## src/rtl/ctrl_sequencer_pkg.sv

```systemverilog
// Shared types and default parameters for the control sequencer.
package ctrl_sequencer_pkg;

    localparam int unsigned DefOpcW  = 3;
    localparam int unsigned DefSteps = 5;
    localparam logic [(2**DefOpcW)-1:0] DefCondMask = 8'b0100_0000;

    typedef enum logic [2:0] {
        StIdle,
        StFetch,
        StIncr,
        StExec,
        StPause
    } state_e;

endpackage

```

## src/rtl/onehot_dec.sv

```systemverilog
// Binary to one-hot decoder with an enable; all outputs low when disabled.
module onehot_dec #(
    parameter int unsigned WIDTH = 8,
    parameter int unsigned SEL_W = (WIDTH > 1) ? $clog2(WIDTH) : 1
) (
    input  logic             en_i,
    input  logic [SEL_W-1:0] sel_i,
    output logic [WIDTH-1:0] oh_o
);

    always_comb begin
        oh_o = '0;
        for (int unsigned i = 0; i < WIDTH; i++) begin
            oh_o[i] = en_i && (sel_i == SEL_W'(i));
        end
    end

endmodule

```

## src/rtl/ctrl_sequencer.sv

```systemverilog
// Instruction sequencer: FETCH/INCR/EXEC phases of STEPS cycles each, with
// conditional EXEC bypass, single-step pause and a completed-instruction counter.
module ctrl_sequencer
    import ctrl_sequencer_pkg::*;
#(
    parameter int unsigned         OPC_W     = DefOpcW,
    parameter int unsigned         STEPS     = DefSteps,
    parameter logic [2**OPC_W-1:0] COND_MASK = DefCondMask,
    parameter int unsigned         CNT_W     = 16
) (
    input  logic                clk,
    input  logic                reset,
    input  logic                start,
    input  logic                run,
    input  logic                single_step,
    input  logic                step_req,
    input  logic [OPC_W-1:0]    opcode,
    input  logic                cond,
    output logic                fetch_act,
    output logic                incr_act,
    output logic                exec_act,
    output logic [STEPS-1:0]    step_oh,
    output logic [2**OPC_W-1:0] op_oh,
    output logic                busy,
    output logic                done,
    output logic                skipped,
    output logic [CNT_W-1:0]    instr_cnt
);

    localparam int unsigned StepW  = (STEPS > 1) ? $clog2(STEPS) : 1;
    localparam int unsigned NumOps = 2**OPC_W;

    state_e             state_q, state_d;
    logic [StepW-1:0]   step_q, step_d;
    logic [OPC_W-1:0]   op_q, op_d;
    logic               done_q, done_d;
    logic               skipped_q, skipped_d;
    logic [CNT_W-1:0]   cnt_q, cnt_d;
    logic               step_last, complete, bypass;

    assign step_last = (step_q == StepW'(STEPS - 1));

    always_comb begin
        state_d   = state_q;
        step_d    = step_q;
        op_d      = op_q;
        done_d    = 1'b0;
        skipped_d = 1'b0;
        cnt_d     = cnt_q;
        complete  = 1'b0;
        bypass    = 1'b0;

        unique case (state_q)
            StIdle: begin
                if (start) begin
                    state_d = StFetch;
                    step_d  = '0;
                end
            end
            StFetch, StIncr, StExec: begin
                if (step_last) begin
                    step_d = '0;
                    if (state_q == StFetch) begin
                        state_d = StIncr;
                    end else if (state_q == StIncr) begin
                        // Opcode and cond are only looked at here; EXEC ignores them.
                        op_d = opcode;
                        if (COND_MASK[opcode] && !cond) begin
                            bypass   = 1'b1;
                            complete = 1'b1;
                        end else begin
                            state_d = StExec;
                        end
                    end else begin
                        complete = 1'b1;
                    end
                end else begin
                    step_d = step_q + StepW'(1);
                end
            end
            StPause: begin
                if (!run) begin
                    state_d = StIdle;
                end else if (step_req) begin
                    state_d = StFetch;
                    step_d  = '0;
                end
            end
            default: state_d = StIdle;
        endcase

        if (complete) begin
            done_d    = 1'b1;
            skipped_d = bypass;
            cnt_d     = cnt_q + CNT_W'(1);
            step_d    = '0;
            if (!run) begin
                state_d = StIdle;
            end else if (single_step) begin
                state_d = StPause;
            end else begin
                state_d = StFetch;
            end
        end
    end

    always_ff @(posedge clk) begin
        if (reset) begin
            state_q   <= StIdle;
            step_q    <= '0;
            op_q      <= '0;
            done_q    <= 1'b0;
            skipped_q <= 1'b0;
            cnt_q     <= '0;
        end else begin
            state_q   <= state_d;
            step_q    <= step_d;
            op_q      <= op_d;
            done_q    <= done_d;
            skipped_q <= skipped_d;
            cnt_q     <= cnt_d;
        end
    end

    assign fetch_act = (state_q == StFetch);
    assign incr_act  = (state_q == StIncr);
    assign exec_act  = (state_q == StExec);
    assign busy      = (state_q != StIdle);
    assign done      = done_q;
    assign skipped   = skipped_q;
    assign instr_cnt = cnt_q;

    onehot_dec #(
        .WIDTH (STEPS),
        .SEL_W (StepW)
    ) u_step_dec (
        .en_i  (fetch_act | incr_act | exec_act),
        .sel_i (step_q),
        .oh_o  (step_oh)
    );

    onehot_dec #(
        .WIDTH (NumOps),
        .SEL_W (OPC_W)
    ) u_op_dec (
        .en_i  (exec_act),
        .sel_i (op_q),
        .oh_o  (op_oh)
    );

endmodule

```

## config.mk

```make
export PLATFORM = sky130hd
export DESIGN_NAME = ctrl_sequencer
export DESIGN_NICKNAME = d
export VERILOG_FILES = /design/src/rtl/ctrl_sequencer_pkg.sv /design/src/rtl/onehot_dec.sv /design/src/rtl/ctrl_sequencer.sv
export SDC_FILE = /design/constraint.sdc
export NUM_CORES = 1
export LEC_CHECK = 0
export CAP_MARGIN = 25
export CORE_ASPECT_RATIO = 0.75
export CORE_MARGIN = 4
export CORE_UTILIZATION = 50
export DETAILED_ROUTE_END_ITERATION = 8
export GPL_TIMING_DRIVEN = 0
export MAX_ROUTING_LAYER = met4
export PLACE_DENSITY = 0.87
export SLEW_MARGIN = 20
export SYNTH_ARGS = -nofsm -noshare
export SYNTH_HDL_FRONTEND = slang
export SYNTH_SLANG_ARGS = --single-unit
```

## constraint.sdc

```tcl
create_clock -name clk -period 5.25 [get_ports clk]
set_input_delay 0.525 -clock clk [delete_from_list [all_inputs] [get_ports clk]]
set_output_delay 0.525 -clock clk [all_outputs]
set_load 0.005 [all_outputs]
```

-- Word-level counts from Yosys, hierarchy flattened
Memories as Yosys holds them, arrays and structs flattened.
Index checks and enable logic that the tools add are counted.
- output and inout bits: 35
- memories kept: 1
- bits of input ports: 10
- register bits: 27
- ROM bits: 8
- word-level logic and storage cells: 89
- bitwise logic cells: 7
- $add $sub $neg: 2
- muxes and demuxes: 23
- magnitude comparators: 1
- equality and inequality tests: 23
- reductions and logical operators: 26
- memory list (memory ; depth ; width ; rd ports ; clocked after memory_dff ; wr ports ; line ; text):
    (no name shown) ; 8 ; 1 ; 1 ; 0 ; 0 ; ctrl_sequencer.sv:68 ; if (COND_MASK[opcode] && !cond) begin
- operators by type and width (cell ; count):
    3-bit two-way mux ; 14
    3-bit by 2-bit == test with 1-bit output (second input constant) ; 6
    3-bit == test (second input constant) ; 6
    3-bit case mux with 3 select lines ; 2
    16-bit by 1-bit adder with 16-bit output (second input constant) ; 1
    1-bit logical AND ; 14
    4-bit != test (second input constant) ; 3
    3-bit by 1-bit == test with 1-bit output (second input constant) ; 3
    3-bit zero test ; 3
    4-bit AND reduction ; 2
    1-bit two-way mux ; 7
    2-bit != test (second input constant) ; 3
    3-bit != test (second input constant) ; 2
    3-bit nonzero test ; 2
    6-bit OR reduction ; 1
    1-bit inverter ; 5
    5-bit AND reduction ; 1
    3-bit by 4-bit less-than comparator with 1-bit output (second input constant) ; 1
    3-bit by 1-bit adder with 3-bit output (second input constant) ; 1
    3-bit OR reduction ; 1
    1-bit OR ; 2
    2-bit OR reduction ; 1
    1-bit zero test ; 1

-- Depth between registers and ports, before layout
- depth after elaboration: 10
- gate-level depth with buffers: 7
- mapped depth without buffers: 6

-- Cells and area by module
A second synthesis with hierarchy kept.
- cell total of the unflattened synthesis: 173
- area total of the unflattened synthesis: 1502.7 um2
- by module, submodules not included (module ; instances ; area an instance (um2) ; cells an instance ; sequential area each (um2)):
    ctrl_sequencer ; 1 ; 1343.8 ; 160 ; 540.5
    onehot_dec at u_op_dec ; 1 ; 95.1 ; 8 ; 0.0
    onehot_dec at u_step_dec ; 1 ; 63.8 ; 5 ; 0.0

-- Worst setup path before layout
OpenSTA, ideal clock, no wires.
- path kind: input to register
- from: input cond
- to: register cnt_q[14] (netlist: instr_cnt[14])
- data arrival time: 1.693 ns
- library setup time: 0.070 ns
- slack: 3.487 ns
- required time: 5.180 ns
- cell stages on the path: 5
- buffers on the path: 1
- cells stage by stage: and4bb_1 > o2111ai_2 > buf_6 > or4_1 > a21oi_1
- longest elaborated chain between the ends: 7
- ends and longest elaborated chain (what ; line ; text):
    from (decl) ; ctrl_sequencer.sv:18 ; input logic cond,
    1-bit zero test ; ctrl_sequencer.sv:68 ;
    1-bit logical AND ; ctrl_sequencer.sv:68 ;
    1-bit two-way mux ; ctrl_sequencer.sv:68 ;
    1-bit two-way mux ; ctrl_sequencer.sv:65 ; end else if (state_q == StIncr) begin
    1-bit two-way mux ; ctrl_sequencer.sv:63 ; if (state_q == StFetch) begin
    1-bit two-way mux ; ctrl_sequencer.sv:61 ; if (step_last) begin
    1-bit two-way mux ; ctrl_sequencer.sv:53 ; unique case (state_q)
    to (signal assigned) ; ctrl_sequencer.sv:121 ; cnt_q <= cnt_d;
    to (decl) ; ctrl_sequencer.sv:38 ; logic [CNT_W-1:0] cnt_q, cnt_d;
No other way between the ends.
A chain may end at the register's enable or synchronous reset.

-- Final worst setup path
- from: register state_q[0]
- to: output step_oh[2]
- longest elaborated chain between the ends: 4
- elaborated cells between the ends (all ways): 6
- those cells by class: eq/ne (3); bitwise (2); reduce/logical (1)
- ends and longest elaborated chain (what ; line ; text):
    from (decl) ; ctrl_sequencer.sv:33 ; state_e state_q, state_d;
    from (signal assigned) ; ctrl_sequencer.sv:109 ; state_q <= StIdle;
    from (signal assigned) ; ctrl_sequencer.sv:116 ; state_q <= state_d;
    3-bit by 1-bit == test with 1-bit output / 3-bit by 2-bit == test with 1-bit output (equally long branches) ; ctrl_sequencer.sv:125, ctrl_sequencer.sv:126 ;
    1-bit OR ; ctrl_sequencer.sv:137 ; .en_i (fetch_act | incr_act | exec_act),
    1-bit OR (*) ; ctrl_sequencer.sv:137 ;
    1-bit logical AND (*) ; onehot_dec.sv:14 ; oh_o[i] = en_i && (sel_i == SEL_W'(i));
    to (decl) ; ctrl_sequencer.sv:22 ; output logic [STEPS-1:0] step_oh,
Mark *: on every way between the ends. The rest lies on a longest branch, timed or not.

==> impl_results.rst <==
.. list-table::
   :header-rows: 1

   * - Metric
     - Value
   * - Post-route non-filler standard cell count
     - 257
   * - Maximum number of pins on one net before global-route repair
     - 15
   * - Placed cells
     - 253
   * - Critical-path maximum fanout
     - 10
   * - # clock sinks
     - 27
   * - Average instance area after synthesis
     - 8.41 sq um
   * - Clock Pin Slew Worst Setup and Hold Paths
     - 0.09 ns
   * - Run status
     - completed
   * - Path type of the worst setup path
     - reg -> out
   * - Required time of the worst setup path
     - 4.72 ns
   * - Count of buffering cells on the critical path with inverters included
     - 2
   * - Final setup TNS
     - 0 ns
   * - Root Buffer
     - sky130_fd_sc_hd__clkbuf_8
   * - Worst reg2reg path depth
     - 7
   * - Yosys reg bits
     - 27
   * - Detailed-route DRC error count
     - 0
   * - Initial core utilization
     - 54.1%
   * - Min Tclk post-route
     - 2.67 ns
   * - Transition time at the pin with the least slew margin
     - 0.477 ns
   * - Area of the multi-input gates
     - 848 sq um
   * - Routed WL
     - 3790 microns
   * - Commonest register cell after synthesis
     - sky130_fd_sc_hd__dfxtp_1
   * - H-tree level count
     - 1
   * - Crit path max-delay cell type
     - sky130_fd_sc_hd__clkdlybuf4s50_1
   * - Share of synthesized area occupied by flip-flops and latches
     - 37.0%
   * - LEAKAGE
     - 0.704 nW
   * - Global-route usage over all layers
     - 21.0%
   * - Fillers
     - 223
   * - Headroom to the max-slew limit
     - 68.0%
   * - Synthesis-to-finish area growth
     - 35.6%
   * - Source-to-sink clock delay at the later pin of the worst-skew pair
     - 0.27 ns
   * - Number of buffers added by the clock tree synthesis step
     - 3
   * - Post-Syn Area
     - 1460 sq um
   * - Final period util
     - 50.9%
   * - DR WL/cell
     - 14.7 microns
   * - Clock tree from TritonCTS
     - yes
   * - Distinct cell type count after synthesis
     - 42
   * - Die Y
     - 54.8 microns
   * - Wire length of the first global-routing pass
     - 6180 microns
   * - Worst setup SP type
     - flip-flop
   * - I/O pins
     - 45
   * - Number of DRC violations after detailed-routing iteration 0
     - 96
   * - Highest clock frequency the design can meet
     - 374 MHz
   * - Core region area
     - 2700 sq um
   * - Worst setup skew after layout
     - 0.00278 ns
   * - Diodes inserted
     - 0
   * - Arrival time reported for the critical path endpoint
     - 2.15 ns
   * - Final HPWL from detailed placement
     - 2840 microns
   * - Storage cell area
     - 541 sq um
   * - CTS max path bufs
     - 2
   * - Vias per Instance
     - 5.72
   * - Max-slew violations
     - 0
   * - Cts-stage hold buffer count
     - 0
   * - Final setup violation count
     - 0
   * - Via count of the first global-routing pass
     - 1,359
   * - Global route total overflow
     - 0
   * - Worst Hold Depth
     - 2
   * - Worst Hold Launch
     - instr_cnt[15]
   * - Critical R2R Launch
     - step_q[0]
   * - Cell class contributing the biggest share of worst-path delay
     - buffers and inverters
   * - Number of buffer cells added on primary ports
     - 43
   * - Hold Fails Final Rpt
     - 0
   * - Endpoint with the worst hold slack
     - instr_cnt[15]
   * - Antenna violations before repair
     - 0
   * - Register-to-register setup slack
     - 3.20 ns
   * - Area of the die
     - 3860 sq um
   * - Final weighted congestion in routability-driven placement
     - 0.850
   * - Mapped Nets
     - 190
   * - Overall power
     - 0.437 mW
   * - Detailed-route via count
     - 1,469
   * - Setup repair after global routing missed its margin
     - false
   * - Pwr/cell area
     - 220 nW/um^2
   * - Cells resized by post-CTS repair
     - 0
   * - Final-stage net count
     - 238
   * - Worst flop-to-flop path endpoint
     - instr_cnt[7]
   * - Layout cell share with drive strength beyond 1
     - 4.52%
   * - Worst min-delay path class
     - reg -> reg
   * - Max-cap violations
     - 0
   * - Syn Inst Count
     - 174
   * - Crit. End Element
     - output pin
   * - Max VDD drop
     - 0.000228 V
   * - Count of standard-cell rows
     - 16
   * - Share of async-settable or async-resettable flops after synthesis
     - 0%
   * - Number of buffers inserted by post-CTS setup repair
     - 0
   * - Die X-Extent
     - 70.5 microns
   * - Number of routed nets with antenna violations
     - 0
   * - First-pass iteration count of the detailed router
     - 4
   * - Delay of the slowest cell on the worst path
     - 0.49 ns
   * - EDFF count, synth
     - 0
   * - Cell-by-cell trace of the critical path
     - clkbuf_1 -> nor2_1 -> nor3_1 -> and2_1 -> clkdlybuf4s50_1
   * - Number of warning messages in the yosys log
     - 0
## tightest hold or removal path, cell delays in order, from the launching register on
cell,delay [ns]
sky130_fd_sc_hd__dfxtp_1,0.33
sky130_fd_sc_hd__o31ai_1,0.07
sky130_fd_sc_hd__a21oi_1,0.06
## state kept, by name, indices dropped and copies added, names as in the netlist
| signal | cells |
|---|---|
| step_q | 3 |
| done | 1 |
| state_q | 3 |
| instr_cnt | 16 |
| op_q | 3 |
| skipped | 1 |
## layout make-up
class                   count  area share [%]
plain buffers               9            2.40
well taps                  36            2.27
repair buffers             43            21.7
multi-input cells         131            42.8
inverters                   7            1.32
flip-flops and latches     27            27.3
clock buffers               4            2.27
## cells in the final DEF (no fill, tap or decap), types with 6 or more instances in the layout
master | netlist | final
sky130_fd_sc_hd__or4_1 | 6 | 6
sky130_fd_sc_hd__nand2b_1 | 6 | 6
sky130_fd_sc_hd__nand2_1 | 8 | 8
sky130_fd_sc_hd__nor2_1 | 19 | 19
sky130_fd_sc_hd__inv_1 | 7 | 7
sky130_fd_sc_hd__o21ai_0 | 7 | 7
sky130_fd_sc_hd__nor3_1 | 7 | 7
sky130_fd_sc_hd__a21oi_1 | 13 | 13
sky130_fd_sc_hd__or3_1 | 7 | 7
sky130_fd_sc_hd__clkdlybuf4s50_1 | 0 | 43
sky130_fd_sc_hd__ha_1 | 6 | 6
sky130_fd_sc_hd__o31ai_1 | 6 | 6
sky130_fd_sc_hd__dfxtp_1 | 27 | 27
## routing by layer
metal / part of all wire (%) / track usage (%) / wire (microns)
met1: 43 / 23.9 / 1640
met2: 48 / 38.5 / 1830
met3: 7.3 / 4.40 / 277
met4: 0.95 / 5.73 / 36
met5: 0 / - / 0
## cell families after synthesis
group                    Yosys count  synth area share (%)
multiplexers                       5                  3.42
flip-flops                        27                  37.0
adder cells (fa/ha/maj)            6                  5.13
XOR/XNOR                           3                  1.80
AO/OA/AOI/OAI                     39                  17.4
AND/OR/NAND/NOR                   78                  30.3
buffers and inverters             16                  5.05
## synthesized netlist by cell type, drive strengths merged, types with 2 or more instances
library cell / n / area, sq um
or3: 7 / 43.8
and2: 3 / 18.8
mux2i: 5 / 50.1
nand2b: 6 / 37.5
and4b: 2 / 23.8
or4: 6 / 45.0
nor2b: 3 / 18.8
o31ai: 6 / 45.0
a32oi: 2 / 17.5
clkbuf: 4 / 15.0
dfxtp: 27 / 541
nand4: 2 / 12.5
o211ai: 2 / 15.0
a21oi: 13 / 65.1
nor3: 7 / 35.0
o21ai: 8 / 40.0
nand3: 5 / 25.0
a22oi: 2 / 15.0
nor3b: 4 / 30.0
ha: 6 / 75.1
nor2: 19 / 71.3
inv: 7 / 26.3
and4: 2 / 17.5
xor2: 2 / 17.5
nand2: 8 / 30.0
buf: 5 / 32.5
## where the power goes
part           total, mW  internal (mW)  switching, mW
combinational      0.102         0.0493         0.0527
sequential         0.219          0.211        0.00826
clock              0.116         0.0543         0.0612
## stage by stage
stage / cell area [sq um] / setup slack [ns] / utilization [%] / hold WS (ns)
finish: 1980 / 2.58 / 73.4 / 0.505
CTS: 1980 / 2.60 / 73.4 / 0.510
global route: 1980 / 2.41 / 73.4 / 0.539
floorplan: 1460 / 3.49 / - / 0.468
global placement: 1940 / 2.89 / 71.7 / 0.462
detailed placement: 1940 / 2.81 / 71.7 / 0.495
## how the worst max path moves through the flow
stage | to | start | depth (start not counted) | slack (ns)
2_1_floorplan | instr_cnt[14] | cond | 5 | 3.49
3_3_place_gp | instr_cnt[5] | opcode[1] | 6 | 2.89
3_5_place_dp | instr_cnt[7] | opcode[1] | 6 | 2.81
4_1_cts | step_oh[2] | state_q[0] | 5 | 2.60
5_1_grt | op_oh[0] | state_q[0] | 5 | 2.41
6_report | step_oh[2] | state_q[0] | 5 | 2.58
(Power assumes the default switching activity.)
